`src/rtl/imem_loader.sv`:
```
// imem_loader: boot-time programmer that streams a byte image into the
// instruction memory write port, packing bytes little-endian into 32-bit
// words at consecutive word-aligned addresses, and holds the CPU stalled
// until the image is complete.
module imem_loader #(
  parameter int unsigned DEPTH_WORDS = 1024,
  parameter logic [31:0] BASE_ADDR   = 32'h0000_0000,
  parameter int unsigned CNT_W       = 11
) (
  input  logic             clk,
  input  logic             rst_n,
  input  logic             start_i,
  input  logic [CNT_W-1:0] word_count_i,
  input  logic             abort_i,
  input  logic             byte_valid_i,
  input  logic [7:0]       byte_data_i,
  output logic             byte_ready_o,
  output logic             wr_en_o,
  output logic [31:0]      wr_addr_o,
  output logic [31:0]      wr_inst_o,
  output logic             busy_o,
  output logic             done_o,
  output logic             err_o,
  output logic             cpu_hold_o
);

  localparam logic [31:0] DEPTH_L = 32'(DEPTH_WORDS);

  typedef enum logic [1:0] {
    IDLE  = 2'd0,
    RECV  = 2'd1,
    WRITE = 2'd2,
    DONE  = 2'd3
  } state_e;

  state_e           state_q, state_d;
  logic [CNT_W-1:0] cnt_q, cnt_d;
  logic [CNT_W-1:0] idx_q, idx_d;
  logic [1:0]       lane_q, lane_d;
  logic [31:0]      asm_q, asm_d;
  logic [31:0]      addr_q, addr_d;
  logic [31:0]      inst_q, inst_d;
  logic             wr_en_q, wr_en_d;
  logic             rdy_q, rdy_d;
  logic             busy_q, busy_d;
  logic             done_q, done_d;
  logic             err_q, err_d;
  logic             hold_q, hold_d;

  logic             byte_acc;
  logic             start_ok;
  logic [CNT_W-1:0] idx_inc;
  logic             idx_last;
  logic [31:0]      asm_ins;

  // Handshake, count-range and word-index helpers
  always_comb begin
    byte_acc = byte_valid_i & rdy_q & ~abort_i;
    start_ok = (word_count_i != '0) && (32'(word_count_i) <= DEPTH_L);
    idx_inc  = idx_q + CNT_W'(1);
    idx_last = (idx_inc == cnt_q);
  end

  // Assembly register with the incoming byte inserted at the current lane
  always_comb begin
    asm_ins = asm_q;
    unique case (lane_q)
      2'd0: asm_ins[7:0]   = byte_data_i;
      2'd1: asm_ins[15:8]  = byte_data_i;
      2'd2: asm_ins[23:16] = byte_data_i;
      2'd3: asm_ins[31:24] = byte_data_i;
      default: asm_ins = asm_q;
    endcase
  end

  // Next-state and registered-output logic
  always_comb begin
    state_d = state_q;
    cnt_d   = cnt_q;
    idx_d   = idx_q;
    lane_d  = lane_q;
    asm_d   = asm_q;
    addr_d  = addr_q;
    inst_d  = inst_q;
    err_d   = err_q;
    hold_d  = hold_q;
    wr_en_d = 1'b0;
    rdy_d   = 1'b0;
    busy_d  = 1'b0;
    done_d  = 1'b0;

    unique case (state_q)
      IDLE: begin
        if (start_i) begin
          if (start_ok) begin
            cnt_d   = word_count_i;
            err_d   = 1'b0;
            hold_d  = 1'b1;
            idx_d   = '0;
            lane_d  = 2'd0;
            asm_d   = '0;
            state_d = RECV;
          end else begin
            err_d = 1'b1;
          end
        end
      end
      RECV: begin
        if (abort_i) begin
          state_d = IDLE;
          err_d   = 1'b1;
          hold_d  = 1'b1;
          lane_d  = 2'd0;
          asm_d   = '0;
        end else if (byte_acc) begin
          asm_d  = asm_ins;
          lane_d = lane_q + 2'd1;
          if (lane_q == 2'd3) begin
            // Present the completed word and its address during WRITE
            inst_d  = asm_ins;
            addr_d  = BASE_ADDR + (32'(idx_q) << 2);
            state_d = WRITE;
          end
        end
      end
      WRITE: begin
        if (abort_i) begin
          state_d = IDLE;
          err_d   = 1'b1;
          hold_d  = 1'b1;
          lane_d  = 2'd0;
          asm_d   = '0;
        end else begin
          idx_d   = idx_inc;
          asm_d   = '0;
          state_d = idx_last ? DONE : RECV;
        end
      end
      DONE: begin
        hold_d  = 1'b0;
        state_d = IDLE;
      end
      default: state_d = IDLE;
    endcase

    // Output flags follow the state being entered
    wr_en_d = (state_d == WRITE);
    rdy_d   = (state_d == RECV);
    busy_d  = (state_d == RECV) || (state_d == WRITE);
    done_d  = (state_d == DONE);
  end

  // State and output registers
  always_ff @(posedge clk or negedge rst_n) begin
    if (!rst_n) begin
      state_q <= IDLE;
      cnt_q   <= '0;
      idx_q   <= '0;
      lane_q  <= 2'd0;
      asm_q   <= '0;
      addr_q  <= BASE_ADDR;
      inst_q  <= '0;
      wr_en_q <= 1'b0;
      rdy_q   <= 1'b0;
      busy_q  <= 1'b0;
      done_q  <= 1'b0;
      err_q   <= 1'b0;
      hold_q  <= 1'b1;
    end else begin
      state_q <= state_d;
      cnt_q   <= cnt_d;
      idx_q   <= idx_d;
      lane_q  <= lane_d;
      asm_q   <= asm_d;
      addr_q  <= addr_d;
      inst_q  <= inst_d;
      wr_en_q <= wr_en_d;
      rdy_q   <= rdy_d;
      busy_q  <= busy_d;
      done_q  <= done_d;
      err_q   <= err_d;
      hold_q  <= hold_d;
    end
  end

  // Abort wins in its own cycle: suppress the write and refuse the byte
  assign wr_en_o      = wr_en_q & ~abort_i;
  assign byte_ready_o = rdy_q & ~abort_i;
  assign wr_addr_o    = addr_q;
  assign wr_inst_o    = inst_q;
  assign busy_o       = busy_q;
  assign done_o       = done_q;
  assign err_o        = err_q;
  assign cpu_hold_o   = hold_q;

endmodule

```
`config.mk`:
```
export PLATFORM = sky130hd
export DESIGN_NAME = imem_loader
export DESIGN_NICKNAME = d
export VERILOG_FILES = /design/src/rtl/imem_loader.sv
export SDC_FILE = /design/constraint.sdc
export NUM_CORES = 1
export LEC_CHECK = 0
export CELL_PAD_IN_SITES_DETAIL_PLACEMENT = 0
export CELL_PAD_IN_SITES_GLOBAL_PLACEMENT = 2
export CORE_MARGIN = 1.5
export CORE_UTILIZATION = 44
export CTS_BUF_LIST = sky130_fd_sc_hd__clkbuf_2
export CTS_CLUSTER_DIAMETER = 100
export DETAILED_ROUTE_END_ITERATION = 7
export DONT_BUFFER_PORTS = 1
export PLACE_DENSITY = 0.95
export SYNTH_ARGS = -nofsm -noshare
export SYNTH_HDL_FRONTEND = slang
export SYNTH_SLANG_ARGS = --single-unit
```
`constraint.sdc`:
```
create_clock -name clk -period 6.8 [get_ports clk]
set_clock_uncertainty 0.1 [all_clocks]
set_input_delay 0.68 -clock clk [delete_from_list [all_inputs] [get_ports clk]]
set_output_delay 0.68 -clock clk [all_outputs]
set_load 0.05 [all_outputs]
```
* Yosys cells after proc, flatten, opt, wreduce, memory -nomap -nowiden *
Index checks and enable logic that the tools add are counted.

storage, ports and cells
  bits in registers = 107
  bits of input ports = 24
  output and inout port bits = 70
  word-level logic and storage cells = 87

cells by class
  add/sub/neg operators = 2
  $lt $le $gt $ge = 1
  equal/unequal tests = 16
  muxes and demuxes = 34
  bitwise logic cells = 5
  reductions and logical operators = 16

operators with widths
  kind                                                     number
  two-way mux 32 bit                                       4
  case mux 32 bit (3 select lines)                         1
  two-way mux 11 bit                                       3
  two-way mux 8 bit                                        4
  two-way mux 2 bit                                        12
  case mux 11 bit (2 select lines)                         1
  == test 2 bit (second input constant)                    6
  AND reduction 4 bit                                      3
  adder 11 x 1 -> 11 bit (second input constant)           1
  == test 11 bit                                           1
  less-or-equal comparator 11 bit (second input constant)  1
  nonzero test 11 bit                                      1
  AND reduction 3 bit                                      3
  inequality test 2 bit (second input constant)            4
  case mux 2 bit (4 select lines)                          1
  == test 2 x 1 -> 1 bit (second input constant)           3
  case mux 2 bit (3 select lines)                          1
  two-way mux 1 bit                                        5
  AND reduction 5 bit                                      1
  AND 1 bit                                                4
  logical NOT 2 bit                                        2
  nonzero test 2 bit                                       2
  inequality test 3 bit (second input constant)            1
  case mux 1 bit (3 select lines)                          1
  other kinds (8)                                          8

* Depth between registers and ports, before layout *
  depth after elaboration = 7
  gate-level depth with buffers = 9
  mapped depth without buffers = 9

* Worst setup path after synthesis *
Ideal clock, no wire load.

  kind = register to register
  start = register idx_q[0]
  end = register busy_q, in the netlist busy_o
  arrival = 2.184 ns
  path slack = 4.404 ns
  cell stages (with the launch flop) = 10
  clock period less this slack = 2.396 ns
  cell sequence = dfrtp_1 ha_1 xnor2_1 nand2_1 a2111oi_4 o311ai_1 a2111oi_4 a21oi_1 ha_1 inv_1

between the ends
  cells in the longest elaborated chain, start to end = 7

RTL lines
  what                                                     line  text
  start: declaration                                       38    logic [CNT_W-1:0] idx_q, idx_d;
  start signal: assignment                                 172   idx_q <= idx_d;
  adder 11 x 1 -> 11 bit (*)                               60    idx_inc = idx_q + CNT_W'(1);
  == test 11 bit (*)                                       61    idx_last = (idx_inc == cnt_q);
  two-way mux 2 bit (*)                                    136   state_d = idx_last ? DONE : RECV;
  two-way mux 2 bit (*)                                    127   if (abort_i) begin
  case mux 2 bit (4 select lines) (*)                      92    unique case (state_q)
  == test 2 x 1 -> 1 bit or == test 2 bit (tied branches)  149   busy_d = (state_d == RECV) || (state_d == WRITE);
  logical OR 1 bit (*)                                     149
  net busy_d                                               45    logic busy_q, busy_d;
  end signal: assignment                                   179   busy_q <= busy_d;
  end: declaration                                         45

Mark *: on every way through the listed nets, which the timed path passes. The rest lies on a longest branch.
A chain may end at the register's enable or synchronous reset.

* Worst setup path after layout *
  start = register state_q[0]
  end = register busy_q, in the netlist busy_o

between the ends
  cells in the longest elaborated chain, start to end = 6

RTL lines
  what                                                     line  text
  start: declaration                                       36    state_e state_q, state_d;
  start signal: assignment                                 170   state_q <= state_d;
  two-way mux 2 bit                                        118   if (lane_q == 2'd3) begin
  two-way mux 2 bit                                        115   end else if (byte_acc) begin
  two-way mux 2 bit                                        109   if (abort_i) begin
  case mux 2 bit (4 select lines) (*)                      92
  == test 2 x 1 -> 1 bit or == test 2 bit (tied branches)  149
  logical OR 1 bit (*)                                     149
  net busy_d                                               45

Marks and branches as above.

==> run summary <==
The run finished with clean final reports. The power per cell area was 293 nW/um2; the HPWL after detailed placement was 7420 um. Capturing element type of the critical path: a flip-flop. The total count of hold-check failures in the final report was 0; the die extent in y was 109 um. After floorplanning, the core was sized to cover 10900 um2. The beginning of the worst hold path was byte_data_i[7]. The post-layout total power came out at 1.49 mW.

After detailed routing, no signal wire sits above met4. Counting along the longest clock path gives a buffer depth of 2. For the final total negative setup slack, the log shows 0 ns. Number of post-CTS setup repair buffers: 0. The final worst hold slack was 0.0592 ns. The first global-routing pass estimated 17000 um of wire.

TritonCTS built the clock tree. For this run, the register share of the synthesized area comes to 49.8%. The via-per-instance ratio was 5.46; the area occupied by multi-input gates was 2210 um2. Primary flip-flop cell chosen by synthesis mapping: dfrtp_1. For the area used by sequential logic in the layout, the log shows 2480 um2.

In the detailed route, the total length drawn on met2 is 5130 um. The count of buffers added on input and output ports is 0. The root buffer cell chosen for the clock tree is clkbuf_2. Of the available clock period, the critical path in the final layout requires 37.8%.

The startpoint of the lowest-slack register-to-register path is state_q[0]. After the first detailed-routing iteration, the DRC count stood at 234. For the finished layout, the period the worst path requires is 2.57 ns. Clock insertion delay at the later pin of the skew report: 0.59 ns. The H-tree depth was 3; the overall via count from detail_route was 3353. After detailed routing, the total wire length is 10500 um. The worst hold path belongs to the class input port to flip-flop.

Summed over all cells, the static leakage comes to 2.43 nW. Area share of the largest cell type after synthesis: 49.3%. The mean cell area of the mapped netlist was 10.0 um2. For the global-route usage over all layers, the log shows 18.9%.

The clock net sink count came out at 99. At the end of routability-driven placement, the weighted congestion stood at 0.813. The number of failing setup endpoints in the final timing report was 0. Headroom to the max-slew limit came out at 28.0%. The largest total area in the synthesized netlist belongs to dfrtp_1.

CTS clock-pin slew for the worst setup and hold paths: 0.26 ns. The run gives 0 as the number of antenna violations at the first check in global routing. The tools report the count of nets after finishing as 506. The area overhead of the layout relative to synthesis came out at 2.16%.

Counting the fill cells in the layout gives 1068. Yosys mapped a number of flops with a built-in enable equal to 0. The run gives 0.178 mV as the maximum resistive drop on vdd.

The setup path with the least slack is of type flip-flop to flip-flop. The pre-antenna-repair detailed-routing pass consisted of 4 iterations. Yosys printed 0 warnings. Once the floorplan was initialized, standard cells occupied 45.5% of the core. The synthesized netlist occupies a cell area of 4980 um2. The most common cell in the synthesized netlist is dfrtp_1.

Synthesis instantiated 54 different standard cells from the library. Timing startpoint of the critical path: state_q[0]. The run gives 0 as the remaining global-route overflow.

The floorplan has 38 rows. Number of pins exceeding their max-slew limit in the final report: 0. The number of global-route vias before repair was 3256; the achievable frequency was 389 MHz. Along the worst path, the maximum fanout reaches 8. The synthesis-stage register bit count is 99, and the number of nets still failing antenna checks after routing is 0. The tools report the amount of wire on met3 after detailed routing as 631 um. The worst setup path is launched from a flip-flop.

The total routed wire length on the met1 layer is 4510 um, and the final design area excluding fillers is 5090 um2. The slew at the pin with the worst max-slew slack was 1.08 ns; the number of buffers inserted during clock tree synthesis was 9. The number of antenna diodes in the final layout is 0.

For the worst setup path, the data required time is 7.22 ns. The tools report the number of maximum-capacitance violations as 0. The worst path arrival time is 2.99 ns. The x dimension of the die was 109 um; the die footprint was 12000 um2. Placed cell area: 4910 um2. After detailed routing, the number of remaining DRC violations is 0.

Setup repair after global routing left no endpoint under its margin. The pin count of the biggest net entering global routing came out at 100. In the synthesized netlist the async set-or-reset flop fraction comes to 100%. After detailed routing, the average wire length per cell comes to 17.1 um. The post-route netlist has 6.75% of its cells at a drive strength greater than 1. The tools report the count of pins on the block boundary as 94. By count the netlist is led by dfrtp_1, nand2_1, o21ai_0, mux2i_1, a22o_1.

The post-synthesis cell count came out at 496. In the post-synthesis netlist, the biggest area contributors are dfrtp_1, nand2_1, mux2i_1, a22o_1, buf_4.
routing by layer:
layer,up-vias,track usage [%]
met4,0,8.72
li1,1617,-
met5,-,0
met1,1630,24.0
met2,90,30.5
met3,16,4.33
kinds of logic after synthesis:
family	count (synthesis)	share of synthesized area, %
multiplexers	38	7.92
flip-flops	99	49.8
XOR/XNOR	10	1.76
adder cells (fa/ha/maj)	13	3.27
AO/OA/AOI/OAI	110	15.6
buffers and inverters	70	7.29
other	1	0.0753
AND/OR/NAND/NOR	155	14.4
report_power, final:
part	leakage [nW]	switching, mW	total (mW)	internal, mW
combinational	1.01	0.247	0.397	0.150
sequential	1.34	0.110	0.764	0.655
clock	0.0785	0.205	0.328	0.123
total	2.43	0.562	1.49	0.928
worst paths after layout:
| kind | to | slack (ns) | depth (start not counted) |
|---|---|---|---|
| max reg2reg | busy_o | 4.23 | 9 |
| min | wr_inst_o[31] | 0.06 | 2 |
| max | busy_o | 4.23 | 9 |
| max in group asynchronous | cpu_hold_o | 5.67 | 2 |
| min in group asynchronous | wr_inst_o[13] | 0.51 | 2 |
| min reg2reg | asm_q[19] | 0.43 | 1 |
critical path: stages (launching register included):
cell	delay (ns)
dfrtp_1	0.49
inv_1	0.10
ha_1	0.21
nand2_1	0.24
a2111oi_4	0.37
o311ai_1	0.18
a2111oi_4	0.35
a21oi_1	0.12
ha_1	0.30
inv_1	0.03
registers in the layout (all words and copies together), names as in the netlist:
| signal | cells |
|---|---|
| wr_addr_o | 11 |
| idx_q | 11 |
| busy_o | 1 |
| cnt_q | 11 |
| cpu_hold_o | 1 |
| err_o | 1 |
| done_o | 1 |
| lane_q | 2 |
| rdy_q | 1 |
| asm_q | 24 |
| wr_en_q | 1 |
| state_q | 2 |
| wr_inst_o | 32 |
repair_timing:
action,in CTS,in global routing
hold buffers,2,0
endpoints found under the hold margin,99,0
resized for setup,0,0
setup endpoints to repair,0,0
cell type report:
cell class	instances	area share [%]
timing repair buffer	3	0.886
sequential	99	48.7
clock buffer	10	0.984
tap	140	3.44
clock inverter	6	1.75
inverter	9	0.664
multi-input combinational	347	43.5
cells in the final DEF, fill, tap and decap left out, drive strengths merged, types with 3 or more instances in the layout:
master and n:
mux2i 27, nor2 20, nand4 3, nor3 6, o31ai 6, xor2 8, a31oi 5, o21ai 41
nand2 94, nor2b 5, or3 5, mux2 11, inv 10, a21oi 12, and3 6, and2 4
dfrtp 98, a22o 26, conb 21, ha 13, nand3 5, clkbuf 10
through the flow:
stage | cells | util, % | setup slack [ns]
2_1_floorplan | 516 | - | 4.40
3_3_place_gp | 596 | 44.9 | 4.17
3_5_place_dp | 596 | 44.9 | 4.12
4_1_cts | 614 | 46.5 | 4.16
5_1_grt | 614 | 46.5 | 4.01
6_report | 614 | 46.5 | 4.23
No activity file was read; power rests on OpenSTA's default activity.
